`src/rtl/seg7_scan_capture_pkg.sv`:
```
// Shared definitions for the 7-segment scan capture block.
// Holds the segment pattern constants ({a..g}, a = bit 6), the FSM state
// encoding, the decoder result payload and a one-hot to binary helper.
package seg7_scan_capture_pkg;

    localparam int unsigned SEG_W = 7;
    localparam int unsigned NIB_W = 4;
    localparam int unsigned IDX_W = 3;

    localparam logic [SEG_W-1:0] SEG_0     = 7'h7E;
    localparam logic [SEG_W-1:0] SEG_1     = 7'h30;
    localparam logic [SEG_W-1:0] SEG_2     = 7'h6D;
    localparam logic [SEG_W-1:0] SEG_3     = 7'h79;
    localparam logic [SEG_W-1:0] SEG_4     = 7'h33;
    localparam logic [SEG_W-1:0] SEG_5     = 7'h5B;
    localparam logic [SEG_W-1:0] SEG_6     = 7'h5F;
    localparam logic [SEG_W-1:0] SEG_7     = 7'h70;
    localparam logic [SEG_W-1:0] SEG_8     = 7'h7F;
    localparam logic [SEG_W-1:0] SEG_9     = 7'h73;
    localparam logic [SEG_W-1:0] SEG_A     = 7'h77;
    localparam logic [SEG_W-1:0] SEG_B     = 7'h1F;
    localparam logic [SEG_W-1:0] SEG_C     = 7'h4E;
    localparam logic [SEG_W-1:0] SEG_D     = 7'h3D;
    localparam logic [SEG_W-1:0] SEG_E     = 7'h4F;
    localparam logic [SEG_W-1:0] SEG_F     = 7'h47;
    localparam logic [SEG_W-1:0] SEG_BLANK = 7'h00;

    typedef enum logic [1:0] {
        ST_IDLE   = 2'd0,
        ST_QUAL   = 2'd1,
        ST_COMMIT = 2'd2,
        ST_HOLD   = 2'd3
    } state_e;

    // Decoder result: hit = pattern found in the hex table.
    typedef struct packed {
        logic             hit;
        logic             blank;
        logic [NIB_W-1:0] nibble;
    } seg_dec_t;

    // Position of the set bit in a (one-hot) anode vector.
    function automatic logic [IDX_W-1:0] onehot2bin(input logic [7:0] oh);
        logic [IDX_W-1:0] b;
        b = '0;
        for (int i = 0; i < 8; i++) begin
            if (oh[i]) b = IDX_W'(i);
        end
        return b;
    endfunction

endpackage

```
`src/rtl/seg7_scan_capture_if.sv`:
```
// Pin-side and result-side signals of the scan capture block.
//   seg_in/dp_in/an_in : multiplexed display drive (master drives)
//   digits/dp_out/blank/err/upd_valid/upd_idx/frame_done/stale : capture results
interface seg7_scan_capture_if #(
    parameter int unsigned NDIG = 4
);
    logic [6:0]        seg_in;
    logic              dp_in;
    logic [NDIG-1:0]   an_in;
    logic [4*NDIG-1:0] digits;
    logic [NDIG-1:0]   dp_out;
    logic [NDIG-1:0]   blank;
    logic [NDIG-1:0]   err;
    logic              upd_valid;
    logic [2:0]        upd_idx;
    logic              frame_done;
    logic              stale;

    modport master (
        output seg_in, dp_in, an_in,
        input  digits, dp_out, blank, err, upd_valid, upd_idx, frame_done, stale
    );

    modport slave (
        input  seg_in, dp_in, an_in,
        output digits, dp_out, blank, err, upd_valid, upd_idx, frame_done, stale
    );
endinterface

```
`src/rtl/seg7_pattern_decode.sv`:
```
// Combinational inverse of the hex->7-segment decoder.
//   seg   : {a..g} pattern, a = bit 6
//   dec_c : hit (table entry), blank (all segments off), nibble (valid on hit)
module seg7_pattern_decode
    import seg7_scan_capture_pkg::*;
(
    input  logic [SEG_W-1:0] seg,
    output seg_dec_t         dec_c
);

    always_comb begin
        dec_c     = '0;
        dec_c.hit = 1'b1;
        case (seg)
            SEG_0:     dec_c.nibble = 4'h0;
            SEG_1:     dec_c.nibble = 4'h1;
            SEG_2:     dec_c.nibble = 4'h2;
            SEG_3:     dec_c.nibble = 4'h3;
            SEG_4:     dec_c.nibble = 4'h4;
            SEG_5:     dec_c.nibble = 4'h5;
            SEG_6:     dec_c.nibble = 4'h6;
            SEG_7:     dec_c.nibble = 4'h7;
            SEG_8:     dec_c.nibble = 4'h8;
            SEG_9:     dec_c.nibble = 4'h9;
            SEG_A:     dec_c.nibble = 4'hA;
            SEG_B:     dec_c.nibble = 4'hB;
            SEG_C:     dec_c.nibble = 4'hC;
            SEG_D:     dec_c.nibble = 4'hD;
            SEG_E:     dec_c.nibble = 4'hE;
            SEG_F:     dec_c.nibble = 4'hF;
            SEG_BLANK: begin
                dec_c.hit   = 1'b0;
                dec_c.blank = 1'b1;
            end
            default:   dec_c.hit = 1'b0;
        endcase
    end

endmodule

```
`src/rtl/seg7_scan_capture.sv`:
```
// Recovers hex digits from a multiplexed active-high 7-segment drive bus.
//   clk, rst_n : clock, asynchronous active-low reset (released synchronously)
//   bus        : slave side of seg7_scan_capture_if; pins in, per-digit
//                nibble/dp/blank/err plus update, frame and stale flags out
module seg7_scan_capture
    import seg7_scan_capture_pkg::*;
#(
    parameter int unsigned NDIG       = 4,
    parameter int unsigned STABLE_CYC = 16,
    parameter int unsigned TIMEOUT    = 32'd1048576
) (
    input  logic               clk,
    input  logic               rst_n,
    seg7_scan_capture_if.slave bus
);

    localparam int unsigned CNT_W  = $clog2(STABLE_CYC + 1);
    localparam int unsigned IDLE_W = $clog2(TIMEOUT + 1);

    // Reset synchronizer: assert immediately, release two clocks later.
    logic rst_meta_q, rst_sync_q;
    always_ff @(posedge clk or negedge rst_n) begin
        if (!rst_n) begin
            rst_meta_q <= 1'b0;
            rst_sync_q <= 1'b0;
        end else begin
            rst_meta_q <= 1'b1;
            rst_sync_q <= rst_meta_q;
        end
    end

    logic rst_core_n;
    assign rst_core_n = rst_sync_q;

    // Two-stage input synchronizers; everything downstream uses the *_s2 copies.
    logic [SEG_W-1:0] seg_s1_q, seg_s2_q;
    logic             dp_s1_q, dp_s2_q;
    logic [NDIG-1:0]  an_s1_q, an_s2_q;
    always_ff @(posedge clk or negedge rst_core_n) begin
        if (!rst_core_n) begin
            seg_s1_q <= '0;
            seg_s2_q <= '0;
            dp_s1_q  <= 1'b0;
            dp_s2_q  <= 1'b0;
            an_s1_q  <= '0;
            an_s2_q  <= '0;
        end else begin
            seg_s1_q <= bus.seg_in;
            seg_s2_q <= seg_s1_q;
            dp_s1_q  <= bus.dp_in;
            dp_s2_q  <= dp_s1_q;
            an_s1_q  <= bus.an_in;
            an_s2_q  <= an_s1_q;
        end
    end

    state_e            state_q, state_d;
    logic [SEG_W-1:0]  cand_seg_q, cand_seg_d;
    logic              cand_dp_q, cand_dp_d;
    logic [NDIG-1:0]   cand_an_q, cand_an_d;
    logic [CNT_W-1:0]  stab_q, stab_d;
    logic [IDLE_W-1:0] idle_q, idle_d;
    logic [4*NDIG-1:0] digits_q, digits_d;
    logic [NDIG-1:0]   dp_q, dp_d;
    logic [NDIG-1:0]   blank_q, blank_d;
    logic [NDIG-1:0]   err_q, err_d;
    logic [NDIG-1:0]   seen_q, seen_d;
    logic              upd_valid_q, upd_valid_d;
    logic [IDX_W-1:0]  upd_idx_q, upd_idx_d;
    logic              frame_done_q, frame_done_d;
    logic              stale_q, stale_d;
    logic              commit_c;
    logic              onehot_c;
    logic              same_c;
    seg_dec_t          dec_c;

    seg7_pattern_decode u_decode (
        .seg   (cand_seg_q),
        .dec_c (dec_c)
    );

    assign onehot_c = $onehot(an_s2_q);
    assign same_c   = (seg_s2_q == cand_seg_q) && (dp_s2_q == cand_dp_q) && (an_s2_q == cand_an_q);

    // Qualification FSM. The slot is written on the edge entering COMMIT so
    // that upd_valid and the new data appear together during COMMIT.
    always_comb begin
        state_d    = state_q;
        cand_seg_d = cand_seg_q;
        cand_dp_d  = cand_dp_q;
        cand_an_d  = cand_an_q;
        stab_d     = stab_q;
        commit_c   = 1'b0;
        case (state_q)
            ST_IDLE: begin
                if (onehot_c) begin
                    state_d    = ST_QUAL;
                    cand_seg_d = seg_s2_q;
                    cand_dp_d  = dp_s2_q;
                    cand_an_d  = an_s2_q;
                    stab_d     = CNT_W'(1);
                end
            end
            ST_QUAL: begin
                if (same_c) begin
                    if (stab_q == CNT_W'(STABLE_CYC - 1)) begin
                        state_d  = ST_COMMIT;
                        stab_d   = CNT_W'(STABLE_CYC);
                        commit_c = 1'b1;
                    end else begin
                        stab_d = stab_q + CNT_W'(1);
                    end
                end else if (onehot_c) begin
                    cand_seg_d = seg_s2_q;
                    cand_dp_d  = dp_s2_q;
                    cand_an_d  = an_s2_q;
                    stab_d     = CNT_W'(1);
                end else begin
                    state_d = ST_IDLE;
                    stab_d  = '0;
                end
            end
            ST_COMMIT: begin
                state_d = ST_HOLD;
                stab_d  = '0;
            end
            ST_HOLD: begin
                // Leaving the slot behaves exactly like IDLE seeing this sample.
                if (an_s2_q != cand_an_q) begin
                    if (onehot_c) begin
                        state_d    = ST_QUAL;
                        cand_seg_d = seg_s2_q;
                        cand_dp_d  = dp_s2_q;
                        cand_an_d  = an_s2_q;
                        stab_d     = CNT_W'(1);
                    end else begin
                        state_d = ST_IDLE;
                    end
                end
            end
            default: begin
                state_d = ST_IDLE;
                stab_d  = '0;
            end
        endcase
    end

    // Per-digit register file, frame tracking and idle timer.
    always_comb begin
        digits_d    = digits_q;
        dp_d        = dp_q;
        blank_d     = blank_q;
        err_d       = err_q;
        upd_valid_d = commit_c;
        upd_idx_d   = upd_idx_q;
        for (int i = 0; i < int'(NDIG); i++) begin
            if (commit_c && cand_an_q[i]) begin
                if (dec_c.hit) digits_d[4*i +: 4] = dec_c.nibble;
                dp_d[i]    = cand_dp_q;
                blank_d[i] = dec_c.blank;
                err_d[i]   = !dec_c.hit && !dec_c.blank;
            end
        end
        if (commit_c) upd_idx_d = onehot2bin(8'(cand_an_q));

        // A completed frame clears seen entirely; commits are never adjacent,
        // so no commit can coincide with the clearing cycle.
        frame_done_d = &seen_q;
        if (&seen_q)       seen_d = '0;
        else if (commit_c) seen_d = seen_q | cand_an_q;
        else               seen_d = seen_q;

        if (commit_c)                          idle_d = '0;
        else if (idle_q >= IDLE_W'(TIMEOUT))   idle_d = idle_q;
        else                                   idle_d = idle_q + IDLE_W'(1);
        stale_d = (idle_d >= IDLE_W'(TIMEOUT));
    end

    always_ff @(posedge clk or negedge rst_core_n) begin
        if (!rst_core_n) begin
            state_q      <= ST_IDLE;
            cand_seg_q   <= '0;
            cand_dp_q    <= 1'b0;
            cand_an_q    <= '0;
            stab_q       <= '0;
            idle_q       <= '0;
            digits_q     <= '0;
            dp_q         <= '0;
            blank_q      <= '1;
            err_q        <= '0;
            seen_q       <= '0;
            upd_valid_q  <= 1'b0;
            upd_idx_q    <= '0;
            frame_done_q <= 1'b0;
            stale_q      <= 1'b0;
        end else begin
            state_q      <= state_d;
            cand_seg_q   <= cand_seg_d;
            cand_dp_q    <= cand_dp_d;
            cand_an_q    <= cand_an_d;
            stab_q       <= stab_d;
            idle_q       <= idle_d;
            digits_q     <= digits_d;
            dp_q         <= dp_d;
            blank_q      <= blank_d;
            err_q        <= err_d;
            seen_q       <= seen_d;
            upd_valid_q  <= upd_valid_d;
            upd_idx_q    <= upd_idx_d;
            frame_done_q <= frame_done_d;
            stale_q      <= stale_d;
        end
    end

    assign bus.digits     = digits_q;
    assign bus.dp_out     = dp_q;
    assign bus.blank      = blank_q;
    assign bus.err        = err_q;
    assign bus.upd_valid  = upd_valid_q;
    assign bus.upd_idx    = upd_idx_q;
    assign bus.frame_done = frame_done_q;
    assign bus.stale      = stale_q;

endmodule

```
`src/flat_wrapper.sv`:
```
// flat-port wrapper written by rule: the top's interface ports become plain ports
module seg7_scan_capture_flat import seg7_scan_capture_pkg::*;
#(
    parameter int unsigned NDIG       = 4,
    parameter int unsigned STABLE_CYC = 16,
    parameter int unsigned TIMEOUT    = 32'd1048576
)
  (clk, rst_n, bus_seg_in, bus_dp_in, bus_an_in, bus_digits, bus_dp_out, bus_blank, bus_err, bus_upd_valid, bus_upd_idx, bus_frame_done, bus_stale);
  seg7_scan_capture_if #(.NDIG(NDIG)) bus_i ();
  input  logic clk;
  input  logic rst_n;
  input wire logic [$bits(bus_i.seg_in)-1:0] bus_seg_in;
  input wire logic [$bits(bus_i.dp_in)-1:0] bus_dp_in;
  input wire logic [$bits(bus_i.an_in)-1:0] bus_an_in;
  output wire logic [$bits(bus_i.digits)-1:0] bus_digits;
  output wire logic [$bits(bus_i.dp_out)-1:0] bus_dp_out;
  output wire logic [$bits(bus_i.blank)-1:0] bus_blank;
  output wire logic [$bits(bus_i.err)-1:0] bus_err;
  output wire logic [$bits(bus_i.upd_valid)-1:0] bus_upd_valid;
  output wire logic [$bits(bus_i.upd_idx)-1:0] bus_upd_idx;
  output wire logic [$bits(bus_i.frame_done)-1:0] bus_frame_done;
  output wire logic [$bits(bus_i.stale)-1:0] bus_stale;
  assign bus_i.seg_in = bus_seg_in;
  assign bus_i.dp_in = bus_dp_in;
  assign bus_i.an_in = bus_an_in;
  assign bus_digits = bus_i.digits;
  assign bus_dp_out = bus_i.dp_out;
  assign bus_blank = bus_i.blank;
  assign bus_err = bus_i.err;
  assign bus_upd_valid = bus_i.upd_valid;
  assign bus_upd_idx = bus_i.upd_idx;
  assign bus_frame_done = bus_i.frame_done;
  assign bus_stale = bus_i.stale;
  seg7_scan_capture #(.NDIG(NDIG), .STABLE_CYC(STABLE_CYC), .TIMEOUT(TIMEOUT)) u_core (.clk(clk), .rst_n(rst_n), .bus(bus_i));
endmodule
```
`config.mk`:
```
export PLATFORM = sky130hd
export DESIGN_NAME = seg7_scan_capture_flat
export DESIGN_NICKNAME = d
export VERILOG_FILES = /design/src/rtl/seg7_scan_capture_pkg.sv /design/src/rtl/seg7_scan_capture_if.sv /design/src/rtl/seg7_pattern_decode.sv /design/src/rtl/seg7_scan_capture.sv /design/src/flat_wrapper.sv
export SDC_FILE = /design/constraint.sdc
export NUM_CORES = 1
export LEC_CHECK = 0
export CAP_MARGIN = 0
export CORE_MARGIN = 2
export CORE_UTILIZATION = 55
export CTS_CLUSTER_DIAMETER = 120
export DETAILED_ROUTE_END_ITERATION = 8
export GPL_TIMING_DRIVEN = 1
export PLACE_DENSITY = 0.8
export RECOVER_POWER = 100
export SYNTH_ARGS = -nofsm -noshare
export SYNTH_HDL_FRONTEND = slang
export SYNTH_HIERARCHICAL = 1
export SYNTH_SLANG_ARGS = --single-unit
```
`constraint.sdc`:
```
create_clock -name clk -period 3.6 [get_ports clk]
set_input_delay 0.72 -clock clk [delete_from_list [all_inputs] [get_ports clk]]
set_output_delay 0.72 -clock clk [all_outputs]
set_load 0.02 [all_outputs]
```
==> results.yml <==
power_and_ir_drop:
  sequentialPowerShare_pct: 54.4
  p_int_w: 0.001817
  power_frac_clock_pct: 26.5
  netSwitchingPower_w: 0.0008921
  ir_worst_vdd_mv: 0.4309
  power.combinational.fraction_pct: 19.1
  switching_share_pct: 32.93
  leakage_nw: 2.480
  p_total_w: 0.002709
  p_per_area_mw_per_mm2: 507.1
route:
  drtPass1Iterations: 4
  drt_iter0_drc: 137
  num_vias: 3013
  via_per_inst: 5.559
  drtAntennaViolNets: 0
  routedWlPerCell_um: 15.73
  totalWireLength_um: 8523
  route.detailed.drc: 0
finish:
  nNetsFinal: 459
  final_cell_mix: "97 x dfrtp_1, 46 x dlygate4sd3_1, 38 x mux2_2"
  drive_gt1_share_pct: 15.79
  final_cell_count_no_fill: 542
  nFillCells: 633
  syn2layout_area_growth_pct: 14.94
  final_common_cell: "dfrtp_1"
  diodes: 0
global_routing:
  grt_pass1_wl_um: 14490
  grt_usage_pct: 20.65
  grt_pass1_vias: 2997
  grt_max_degree: 91
  gr-total-overflow: 0
  antenna_found_initial: 0
worst_setup_path:
  r2r_cells: 9
  regToRegStartpoint: "u_core/an_s2_q[0]$_DFF_PN0_"
  crit_type: "register to register"
  worstSetupStartpoint: "u_core/an_s2_q[0]$_DFF_PN0_"
  reg2reg_slack_ns: 0.32
  crit_path_end_kind: "register"
  cp_max_fo: 12
  critical-path-slowest-cell: "nand4bb_1"
  cp-start-kind: "register"
  critical_path_required_ns: 3.84
  path_depth: 9
  crit_path_max_incr_delay_ns: 0.59
  cp_cell_sequence: "inv_1, fa_1, inv_1, ha_1, ha_1, nor3b_1, clkbuf_1, nand4bb_1, mux2_2"
  critPathBufInv: 3
  r2r_end: "u_core/cand_seg_q[0]$_DFFE_PN0P_"
  cpLargestDelayFamily: "adder cells"
  endpoint: "u_core/cand_seg_q[0]$_DFFE_PN0P_"
  arrival_ns: 3.52
place:
  numPortBuffers: 46
  gp_congestion: 0.8896
  dp_hpwl_um: 5821
  place_inst: 526
synth:
  synthFlopType: "dfrtp_1"
  syn_inst: 384
  synth_cell_types: 60
  ys_seq_area_share_pct: 55.02
  synthArstFlopShare_pct: 100.0
  yosys_warnings: 6
  synth_area_sq_mm: 0.004648
  syn_avg_cell_area_sq_um: 12.10
  synth_fp_nets: 411
  synth_edf_count: 0
  ys_ff_latch: 102
floorplanning:
  io_pins: 48
  die_area_sq_mm: 0.009203
  core_area_sq_mm: 0.008217
  die_h_um: 95.93
  die_x_um: 95.93
  rows: 33
  initial_utilization_pct: 56.57
sta:
  finalSetupTns_ns: 0
  setup_viol: 0
  drv_slew: 91
  whs_ns: 0.3531
  clock_skew_ns: 0.01700
  hold_violations: 0
  fin_crit_ns: 3.281
  max_slew.worst_pin.slew_ns: 1.888
  post-route-period-util_pct: 91.14
  fmax_mhz: 304.8
  relSlewSlack_pct: -25.86
  rsz0062_at_grt: "false"
clock_network:
  cts_tree: "built"
  post_cts_buffers: 0
  cts.path.max_buffers: 2
  clk_pin_slew_worst_paths_ns: 0.09
  clock-sinks: 102
  insertion_delay_ns: 0.37
  clockRootBuffer: "clkbuf_8"
  cts_made_buffers: 9
  cts_resized: 0
  ctsHoldBuffers: 0
  h-tree-depth: 3
worst_hold_path:
  min-delay-path-class: "register to register"
status:
  status: "finished with violations"
  violations: "capacitance limit, slew limit"
job:
  drv_cap: 1
[layer usage]
layer,GRT usage (%),up-vias,part of all wire (%),wire [um]
met5,0,-,0,0
met4,7.500,0,1.3,112
met3,3.367,9,2.5,214
met2,32.93,50,50,4241
met1,28.83,1516,46,3954
li1,-,1438,-,-
[state kept, by name, summed over array words and instances (netlist names), 5 cells and up, named ones only]
register,count
u_core/seg_s2_q,7
u_core/seg_s1_q,7
u_core/cand_seg_q,7
u_core/bus.digits,16
u_core/idle_q,21
u_core/stab_q,5
[synthesized netlist by cell type, drive strengths merged (3+ instances only)]
master	instances	area, sq um
nor4	8	65.06
dfrtp	98	2452
nor2	30	112.6
nand2	16	60.06
ha	12	150.1
nor4b	4	35.03
o21ai	4	20.02
a21oi	15	75.07
dfstp	4	105.1
o31ai	3	22.52
or4	4	33.78
xor2	15	131.4
nand4b	3	26.28
buf	14	85.08
inv	20	75.07
mux2	41	461.7
and3	5	31.28
nand3	14	90.09
xnor2	19	181.4
nand4	14	102.6
a31oi	4	25.02
[final cells by class]
type | instances | area [sq um] | area share (%)
Tap cell | 105 | 131.4 | 2.459
Clock buffer | 10 | 127.6 | 2.389
Inverter | 20 | 75.07 | 1.405
Clock inverter | 6 | 70.07 | 1.311
Sequential cell | 102 | 2559 | 47.89
Multi-Input combinational cell | 246 | 1888 | 35.34
Timing Repair Buffer | 53 | 491.7 | 9.204
[power by group through the flow]
stage | sequential (W) | combinational [W] | clock, W
after floorplan | 0.00136 | 0.000536 | 0
after global placement | 0.00149 | 0.000510 | 0
after CTS | 0.00147 | 0.000537 | 0.000740
final | 0.00147 | 0.000518 | 0.000718
after detailed placement | 0.00150 | 0.000530 | 0
after global routing | 0.00150 | 0.000574 | 0.000790
[cell families (layout without fill, tap and decap cells)]
| logic type | after synthesis | count (layout) | synth area share [%] |
|---|---|---|---|
| DFF | 102 | 102 | 55.02 |
| other | 2 | 2 | 0.1616 |
| xor gates and xnor gates | 34 | 34 | 6.729 |
| and+or+nand+nor | 114 | 114 | 14.62 |
| adders and majority gates | 13 | 13 | 3.661 |
| AOI/OAI and AO/OA | 40 | 40 | 5.841 |
| muxes | 43 | 43 | 10.36 |
| buffers and inverters | 36 | 89 | 3.607 |
[through the flow]
| step | instance area (sq um) | util (%) | setup WS, ns |
|---|---|---|---|
| 2_1_floorplan | 4648 | - | 0.5553 |
| 3_3_place_gp | 5204 | 63.33 | 0.6738 |
| 3_5_place_dp | 5204 | 63.33 | 0.4852 |
| 4_1_cts | 5401 | 65.74 | 0.4601 |
| 5_1_grt | 5343 | 65.02 | 0.1610 |
| 6_report | 5343 | 65.02 | 0.3190 |
[worst min path at each step]
stage                              endpoint                    startpoint  cells past startpoint  slack (ns)
2_1_floorplan   u_core/an_s2_q[0]$_DFF_PN0_   u_core/an_s1_q[0]$_DFF_PN0_                      0        0.33
3_5_place_dp   u_core/seg_s2_q[3]$_DFF_PN0_  u_core/seg_s1_q[3]$_DFF_PN0_                      0        0.33
6_report       u_core/seg_s2_q[1]$_DFF_PN0_  u_core/seg_s1_q[1]$_DFF_PN0_                      0        0.35
4_1_cts            u_core/dp_s2_q$_DFF_PN0_      u_core/dp_s1_q$_DFF_PN0_                      0        0.36
5_1_grt            u_core/dp_s2_q$_DFF_PN0_      u_core/dp_s1_q$_DFF_PN0_                      0        0.36
3_3_place_gp   u_core/seg_s2_q[0]$_DFF_PN0_  u_core/seg_s1_q[0]$_DFF_PN0_                      0        0.33
Power figures use the tool's default switching activity.
